File: config.mk
export PLATFORM = sky130hd
export DESIGN_NAME = rasterint_gen
export DESIGN_NICKNAME = d
export VERILOG_FILES = /design/src/rtl/rasterint_gen.sv
export SDC_FILE = /design/constraint.sdc
export NUM_CORES = 1
export LEC_CHECK = 0
export BUFFER_PORTS_ARGS = -buffer_cell sky130_fd_sc_hd__buf_2
export CAP_MARGIN = 30
export CORE_ASPECT_RATIO = 0.9
export CORE_MARGIN = 1
export CORE_UTILIZATION = 39
export DETAILED_ROUTE_END_ITERATION = 16
export PLACE_DENSITY = 0.66
export SKIP_CTS_REPAIR_TIMING = 1
export SLEW_MARGIN = 20
export SYNTH_ARGS = -nofsm -noshare
export SYNTH_HDL_FRONTEND = slang
export SYNTH_SLANG_ARGS = --single-unit
File: constraint.sdc
create_clock -name clk -period 1.5 [get_ports clk]
set_input_delay 0.075 -clock clk [delete_from_list [all_inputs] [get_ports clk]]
set_output_delay 0.075 -clock clk [all_outputs]
set_load 0.02 [all_outputs]
File: src/rtl/rasterint_gen.sv
// rasterint_gen: Z80 /INT generator for raster-line and vertical-retrace
// interrupts. Compares the ULA counters against the programmed raster line
// and a fixed retrace position, then emits a fixed-width active-low pulse.
// Handshake-free: every decision is qualified by the ce clock enable, and a
// trigger is acted on at the clk edge that samples it (no extra pipeline).
// Optional macro RASTERINT_PENDING_EN: a trigger seen while a pulse is
// active is remembered and replayed after a one-ce-cycle high gap.
module rasterint_gen #(
    parameter int         INT_LEN       = 32,
    parameter logic [8:0] RASTER_HC     = 9'd256,
    parameter logic [8:0] VRETRACE_LINE = 9'd248,
    parameter logic [8:0] VRETRACE_HC   = 9'd0
) (
    input  logic       clk,
    input  logic       rst,
    input  logic       ce,
    input  logic [8:0] hc,
    input  logic [8:0] vc,
    input  logic [8:0] raster_line,
    input  logic       rasterint_enable,
    input  logic       vretraceint_disable,
    output logic       int_n,
    output logic       raster_int_in_progress,
    output logic       pulse_active
);

    localparam logic [1:0] ST_IDLE   = 2'd0;
    localparam logic [1:0] ST_VRET   = 2'd1;
    localparam logic [1:0] ST_RASTER = 2'd2;

    // Counter is loaded with INT_LEN-1 so the terminating cycle is the
    // INT_LEN-th ce cycle of the pulse.
    localparam logic [5:0] CNT_LOAD = 6'(INT_LEN - 1);

    logic [1:0] state;
    logic [5:0] count;
    logic       raster_hit;
    logic       vret_hit;
    logic       start_raster;
    logic       start_vret;

    assign raster_hit = rasterint_enable && (vc == raster_line) && (hc == RASTER_HC);
    assign vret_hit   = !vretraceint_disable && (vc == VRETRACE_LINE) && (hc == VRETRACE_HC);

`ifdef RASTERINT_PENDING_EN
    logic pend;
    logic pend_raster;

    // Remember triggers that arrive mid-pulse; cleared on any ce cycle in
    // IDLE, which is exactly when a pending request is consumed.
    always_ff @(posedge clk) begin
        if (rst) begin
            pend        <= 1'b0;
            pend_raster <= 1'b0;
        end else if (ce) begin
            if (state != ST_IDLE) begin
                if (raster_hit || vret_hit) begin
                    pend        <= 1'b1;
                    pend_raster <= raster_hit || (pend && pend_raster);
                end
            end else begin
                pend        <= 1'b0;
                pend_raster <= 1'b0;
            end
        end
    end

    // A raster request (pending or live) always wins over retrace.
    assign start_raster = raster_hit || (pend && pend_raster);
    assign start_vret   = vret_hit || pend;
`else
    assign start_raster = raster_hit;
    assign start_vret   = vret_hit;
`endif

    // Pulse FSM: IDLE waits for a trigger, INT states count the pulse down.
    always_ff @(posedge clk) begin
        if (rst) begin
            state                  <= ST_IDLE;
            count                  <= 6'd0;
            int_n                  <= 1'b1;
            raster_int_in_progress <= 1'b0;
        end else if (ce) begin
            case (state)
                ST_IDLE: begin
                    if (start_raster) begin
                        state                  <= ST_RASTER;
                        count                  <= CNT_LOAD;
                        int_n                  <= 1'b0;
                        raster_int_in_progress <= 1'b1;
                    end else if (start_vret) begin
                        state <= ST_VRET;
                        count <= CNT_LOAD;
                        int_n <= 1'b0;
                    end
                end
                default: begin
                    if (count != 6'd0) begin
                        count <= count - 6'd1;
                    end else begin
                        state                  <= ST_IDLE;
                        int_n                  <= 1'b1;
                        raster_int_in_progress <= 1'b0;
                    end
                end
            endcase
        end
    end

    assign pulse_active = ~int_n;

endmodule

# --- Word-level counts from Yosys, hierarchy flattened ---
# Cells that the tools add are included.
# W data, S select, Z words.
word_totals:
  wordCells: 39
  output_inout_bits: 3
  regBits: 10
classes:
  bitwise: 1
  n_reduce_logical: 12
  n_addsub: 1
  muxes: 15
  n_eq_ne: 6
ops:
  columns: ["op", "n"]
  rows:
  - ["$mux W6", 4]
  - ["$eq A9 B8 Y1 const B", 1]
  - ["$eq A9 B9 Y1", 1]
  - ["$eq A9 B9 Y1 const B", 1]
  - ["$logic_not A9 Y1", 1]
  - ["$reduce_and A3 Y1", 3]
  - ["$mux W2", 4]
  - ["$mux W1", 7]
  - ["$reduce_bool A6 Y1", 1]
  - ["$sub A6 B1 Y6 const B", 1]
  - ["$logic_and A1 B1 Y1", 4]
  - ["$ne A3 B3 Y1 const B", 1]
  - ["$logic_not A2 Y1", 1]
  - ["$ne A2 B1 Y1 const B", 1]
  - ["$ne A2 B2 Y1 const B", 1]
  - ["$reduce_bool A2 Y1", 1]
  - ["$logic_not A1 Y1", 1]
  - ["$not A1 Y1", 1]

# --- Depth between registers and ports, before layout ---
# Gate-level depths: netlist (run 1).
logic_depth:
  depth_word: 6
  depth_mapped: 6
  depth_no_buf: 6

# --- Least setup slack after synthesis (run 1) ---
# OpenSTA, ideal clock, no wires.
synth_path:
  path_kind: "reg-to-reg"
  from: "register count[2]"
  to: "register count[5]"
  arrival_time_ns: 1.226
  path_stages_with_launch: 6
  setup_slack_ns: 0.155
  required_time_ns: 1.381
  setup_ns: 0.119
  cell_sequence: "dfxtp_1 nor3_1 nand3b_1 nand3_1 nor2b_1 o221a_1"
synth_via:
  elab_chain_len: 3
synth_rtl:
  columns: ["item", "line", "source"]
  rows:
  - ["start, declared", "36", "logic [5:0] count;"]
  - ["start signal, assigned", "99", "count <= count - 6'd1;"]
  - ["$sub A6 B1 Y6 / $reduce_bool A6 Y1 (equally long branches)", "99, 98", null]
  - ["$mux W6 / $reduce_bool A2 Y1 (equally long branches)", null, null]
  - ["$mux W6 / $reduce_and A3 Y1 (equally long branches)", null, null]
# Parallel ways exist; a longest one is shown, timed or not. The select of a mux whose other input is x is not followed.
# A chain may end at the register's enable or synchronous reset.

# --- Worst setup path after layout (run 1) ---
layout_path:
  from: "register count[0]"
  to: "register count[4]"
# The elaborated chain is that of the path after synthesis.

==> results of run 1 <==
## stage by stage
| step | instances | hold slack, ns | total power, mW | utilization |
|---|---|---|---|---|
| global placement | 145 | 0.393 | 0.372 | 0.562 |
| detailed placement | 145 | 0.403 | 0.376 | 0.562 |
| floorplan | 85 | 0.401 | 0.318 | - |
| finish | 150 | 0.134 | 0.551 | 0.590 |
| CTS | 148 | 0.126 | 0.551 | 0.575 |
| global route | 150 | 0.133 | 0.578 | 0.590 |
## cells in the final DEF, fill, tap and decap left out, drive strengths merged
cell     n
a21oi    9
nor3     6
o32ai    2
and2     1
or2      1
xnor2    9
o221a    1
o21ai    2
nand2    6
o31ai    1
nand3    6
nor4bb   1
clkbuf   3
o41ai    2
nor2     6
a311oi   1
o311ai   1
dfxtp   10
nand3b   1
nor4     2
nor2b    1
inv      4
buf     40
nand4b   1
or3      1
ha       2
nand4    5
and4b    1
## layout make-up
| cell class | instances | area, um^2 | area share |
|---|---|---|---|
| flip-flops and latches | 10 | 201 | 0.197 |
| multi-input cells | 69 | 539 | 0.527 |
| well taps | 24 | 30.0 | 0.0293 |
| clock buffers | 3 | 22.5 | 0.0220 |
| repair buffers | 40 | 215 | 0.210 |
| inverters | 4 | 15.0 | 0.0147 |
## logic make-up (layout without fill, tap and decap cells)
family          Yosys count  count (layout)  synth area share
compound gates           19              19             0.238
xor+xnor                  9               9             0.105
fa+ha+maj                 2               2            0.0332
buf+inv                   6              47            0.0315
flops                    10              10             0.266
simple gates             39              39             0.327
## flip-flops by register name, indices dropped and copies added, names as in the netlist
signal	flops
int_n	1
state	2
count	6
raster_int_in_progress	1
## power by group through the flow
stage	logic [mW]	registers, mW	clock network, mW
CTS	0.105	0.265	0.181
finish	0.104	0.265	0.182
global placement	0.101	0.271	0
detailed placement	0.104	0.271	0
floorplan	0.0466	0.271	0
global route	0.114	0.265	0.199
## layer usage
metal  share of wire  routed length (um)
met5               0                   0
met4               0                   0
met3           0.062                 121
met2            0.49                 963
met1            0.45                 881
## worst paths after layout
check | startpoint | to | depth (start not counted)
max | count[0] | count[4] | 6
min | rst | state[1] | 2
max reg2reg | count[0] | count[4] | 6
min reg2reg | state[1] | state[1] | 2
## critical path, stage by stage (launching register included)
cell      delay (ns)
dfxtp_2         0.37
inv_1           0.07
ha_1            0.22
nand3b_1        0.20
buf_4           0.16
nand4_1         0.09
a311oi_1        0.26
==> results.ini, run 1 <==
[sta]
min_period_ns=1.46
fin_ws_ns=0.0350
finalClockSkew_ns=0.00237
setup_viol=0
max_freq_mhz=683
tns_ns=0
hold_violations=0
finalMaxSlewViolations=0
tightest_slew_ns=0.295
finalCritPeriodShare=0.977
slew_headroom=0.802

[status]
status=finished clean

[worst_hold_path]
hp-class=in2reg

[clock_tree]
cts_htree_levels=1
clockBufferDepth=2
clockRootBuffer=clkbuf_4
insertion_delay_ns=0.26
clk_pin_slew_worst_paths_ns=0.06
clock_sinks=10
cts_tree=built
cts_made_buffers=3

[global_routing]
gr-max-usage-layer=met2
grt_pass1_wl_um=3180
gr-usage-met3=0.0491
grt_overflow=0
grt_max_degree=10
groute.layer.met1.usage=0.240
grt_pass1_vias=780
grtUsageMet2=0.327
grt_usage=0.190
antenna_found_initial=0

[yosys]
synth_top_area_cell=dfxtp_1
ys.flop_type=dfxtp_1
netlist-cell-type-count=31
syn_nets=119
synthTopCellsByArea=dfxtp_1, xnor2_1, a21oi_1, nor4_4, o41ai_2
syn_area_per_cell_um2=8.86
seq_area_frac_synth=0.266
ys_ff_latch=10
yosysMostFrequentCell=dfxtp_1
syn-cell-area_um2=753
synth_cells=85
synth-edff-count=0
synthArstFlopShare=0
yosys-top-cells-count=dfxtp_1, a21oi_1, xnor2_1
ys_warn_count=0
synth_top_area_frac=0.266

[placed_design]
io_buffers=34
dp_slack_ns=-0.0523
placed_area_um2=975
dp_hpwl_um=1510
gp_congestion=0.794

[route]
drc=0
drt_wl_total_um=1970
ant_nets=0
dr.pass1.iters=6
viasPerCell=5.45
drt_iter0_drc=23
wl_per_cell_um=13.1
vias=817

[floorplan]
die_h_um=43.7
ios=35
die_w_um=48.3
placementRows=14
start_util=0.434
core_um2=1730
dieArea_um2=2110

[power]
peakVddDrop_v=0.000543
cellLeakagePower_nw=0.426
intPower_mw=0.412
combPwrFrac=0.189
switching_share=0.254
power.switching_mw=0.140
power_density_nw_per_um2=539
seqPwrFrac=0.481
clkPwrFrac=0.330

[setup_path]
cp-start-kind=flip-flop
critPathRequiredTime_ns=1.67
path_max_fanout=5
critical_path_class=reg2reg
r2r_slack_ns=0.04
endpoint_kind=flip-flop
arrival_ns=1.64

[final_layout]
diodes=0
fillCellCount=165
drive_gt1_frac=0.437
areaGrowthSynthToFinish_pct=35.9
fin_nets=162
fin_area_um2=1020

[run]
maxCapViolCount=0

No activity file was read; power rests on OpenSTA's default activity.
==> run 2, diff against run 1 <==
--- a/config.mk
+++ b/config.mk
@@ -7,11 +7,14 @@
 export LEC_CHECK = 0
 export BUFFER_PORTS_ARGS = -buffer_cell sky130_fd_sc_hd__buf_2
 export CAP_MARGIN = 30
+export CELL_PAD_IN_SITES_DETAIL_PLACEMENT = 1
+export CELL_PAD_IN_SITES_GLOBAL_PLACEMENT = 2
 export CORE_ASPECT_RATIO = 0.9
 export CORE_MARGIN = 1
-export CORE_UTILIZATION = 39
+export CORE_UTILIZATION = 25
+export CTS_BUF_LIST = sky130_fd_sc_hd__clkbuf_16
 export DETAILED_ROUTE_END_ITERATION = 16
-export PLACE_DENSITY = 0.66
+export PLACE_DENSITY = 0.89
 export SKIP_CTS_REPAIR_TIMING = 1
 export SLEW_MARGIN = 20
 export SYNTH_ARGS = -nofsm -noshare
==> run 2 against run 1 <==
Hold slack improved by 0.043 ns; wire length grew 25%; clock power rose to 2.6 times the previous value; highest routed layer is now met4; final area rose by 10%; combinational power is 5% higher; core utilization shrank 19 points; critical path depth decreased by 2; total power is 53% higher; fmax decreased by 0.71%; register-to-register slack barely moved; sequential share of layout area down 1.5 points; first-iteration DRC count up 4.3%.
==> results.ini, run 2 (same netlist as run 1, synthesis figures left out) <==
[power]
cellLeakagePower_nw=0.460  ; was 0.426 nW
power_density_nw_per_um2=749  ; was 539 nW/um^2
peakVddDrop_v=0.000291  ; was 0.000543 V
report.power.total_mw=0.844  ; was 0.551 mW

[setup_path]
path_max_fanout=5  ; unchanged
path_buf_inv=0  ; was 2
critPathRequiredTime_ns=1.63  ; was 1.67 ns
arrival_ns=1.60  ; was 1.64 ns
path_cells=or3_1, nor3_1, a21oi_1, o221a_1  ; was inv_1, ha_1, nand3b_1, buf_4, nand4_1, a311oi_1
cp-start-kind=flip-flop  ; unchanged
crit_family=simple AND/OR/NAND/NOR gates  ; was flip-flops
slowest_delay_ns=0.42  ; was 0.37 ns
endpoint_kind=flip-flop  ; unchanged
slowest_stage=or3_1  ; was dfxtp_2
critical_path_class=reg2reg  ; unchanged

[status]
status=finished clean  ; unchanged

[sta]
finalClockSkew_ns=0.00346  ; was 0.00237 ns
setup_viol=0  ; unchanged
finalCritPeriodShare=0.984  ; was 0.977
min_period_ns=1.48  ; was 1.46 ns
max_freq_mhz=678  ; was 683 MHz
tightest_slew_ns=0.336  ; was 0.295 ns
tns_ns=0  ; unchanged
rsz0062_at_grt=yes
slew_headroom=0.773  ; was 0.802
hold_violations=0  ; unchanged
finalMaxSlewViolations=0  ; unchanged

[placed_design]
io_buffers=34  ; unchanged
gp_congestion=0.796  ; was 0.794
dp_hpwl_um=1850  ; was 1510 um

[final_layout]
final_core_util=0.403  ; was 0.590
final_common_cell=buf_2  ; unchanged
areaGrowthSynthToFinish_pct=49.5  ; was 35.9%
diodes=0  ; unchanged
drive_gt1_frac=0.477  ; was 0.437
top_regs=count: 6 flops, state: 2 flops  ; unchanged
largest_reg_flops=6  ; unchanged
fin_nets=164  ; was 162
final_cell_mix=buf_2, xnor2_1, a21oi_1, dfxtp_1, buf_4  ; was buf_2, xnor2_1, a21oi_1, dfxtp_1
regMostFlops=count  ; unchanged

[global_routing]
grt_pass1_vias=847  ; was 780
grt_overflow=0  ; unchanged
antenna_found_initial=0  ; unchanged
grt_max_degree=10  ; unchanged
grt_usage=0.165  ; was 0.190
grt_pass1_wl_um=3880  ; was 3180 um

[clock_tree]
insertion_delay_ns=0.24  ; was 0.26 ns
cts_tree=built  ; unchanged
clockRootBuffer=clkbuf_16  ; was clkbuf_4
cts_htree_levels=1  ; unchanged
clockBufferDepth=2  ; unchanged
clock_sinks=10  ; unchanged
clk_pin_slew_worst_paths_ns=0.04  ; was 0.06 ns
cts_made_buffers=3  ; unchanged

[route]
drt_iter0_drc=24  ; was 23
viasPerCell=4.95  ; was 5.45
vias=832  ; was 817
ant_nets=0  ; unchanged
wl_per_cell_um=14.6  ; was 13.1 um
drt_wl_total_um=2460  ; was 1970 um
drc=0  ; unchanged
dr.pass1.iters=4  ; was 6

[floorplan]
die_w_um=59.9  ; was 48.3 um
dieArea_um2=3240  ; was 2110 um^2
ios=35  ; unchanged
core_um2=2790  ; was 1730 um^2
placementRows=18  ; was 14
start_util=0.270  ; was 0.434
die_h_um=54.1  ; was 43.7 um

[run]
maxCapViolCount=0  ; unchanged

[worst_hold_path]
hp-class=in2reg  ; unchanged

run 2: changes by cell type in the layout (fill, tap and decap cells not counted), moves of 2 or more:
cell	delta
clkbuf_4	-3
clkbuf_16	+3
inv_1	-2
inv_2	+2
buf_4	+2
run 2: area by class of cell:
class / count / area (um^2)
fillers: 357 / 1670
multi-input cells: 69 / 551
flip-flops and latches: 10 / 205
repair buffers: 42 / 230
clock buffers: 3 / 75.1
well taps: 40 / 50.0
inverters: 4 / 15.0
run 2: final timing paths:
kind | from | endpoint | slack, ns | cells after the start
worst min register to register | count[0] | count[0] | 0.47 | 1
worst min-delay path | rst | count[4] | 0.18 | 2
worst max-delay path | count[2] | count[5] | 0.02 | 4
worst max register to register | count[2] | count[5] | 0.02 | 4
run 2: power breakdown:
part           internal, mW  switching, mW
clock                 0.346          0.124
sequential            0.265     0.00000117
combinational        0.0537         0.0552
total                 0.665          0.179
run 2: routing by layer:
metal	wire length (um)	track usage	vias to the layer above
met5	0	0	-
met4	34	0.0581	0
met3	95	0.0144	4
met2	1320	0.302	26
met1	1010	0.201	394
li1	-	-	408
run 2: through the flow:
step                      instance area, um^2  worst slack [ns]  std cells  hold WS (ns)
after floorplan                           753             0.155         85         0.401
after global placement                   1020           -0.0165        164         0.395
after detailed placement                 1020           -0.0497        164         0.405
after CTS                                1090            0.0225        167         0.177
after global routing                     1130           -0.0208        168         0.216
final                                    1130            0.0245        168         0.177
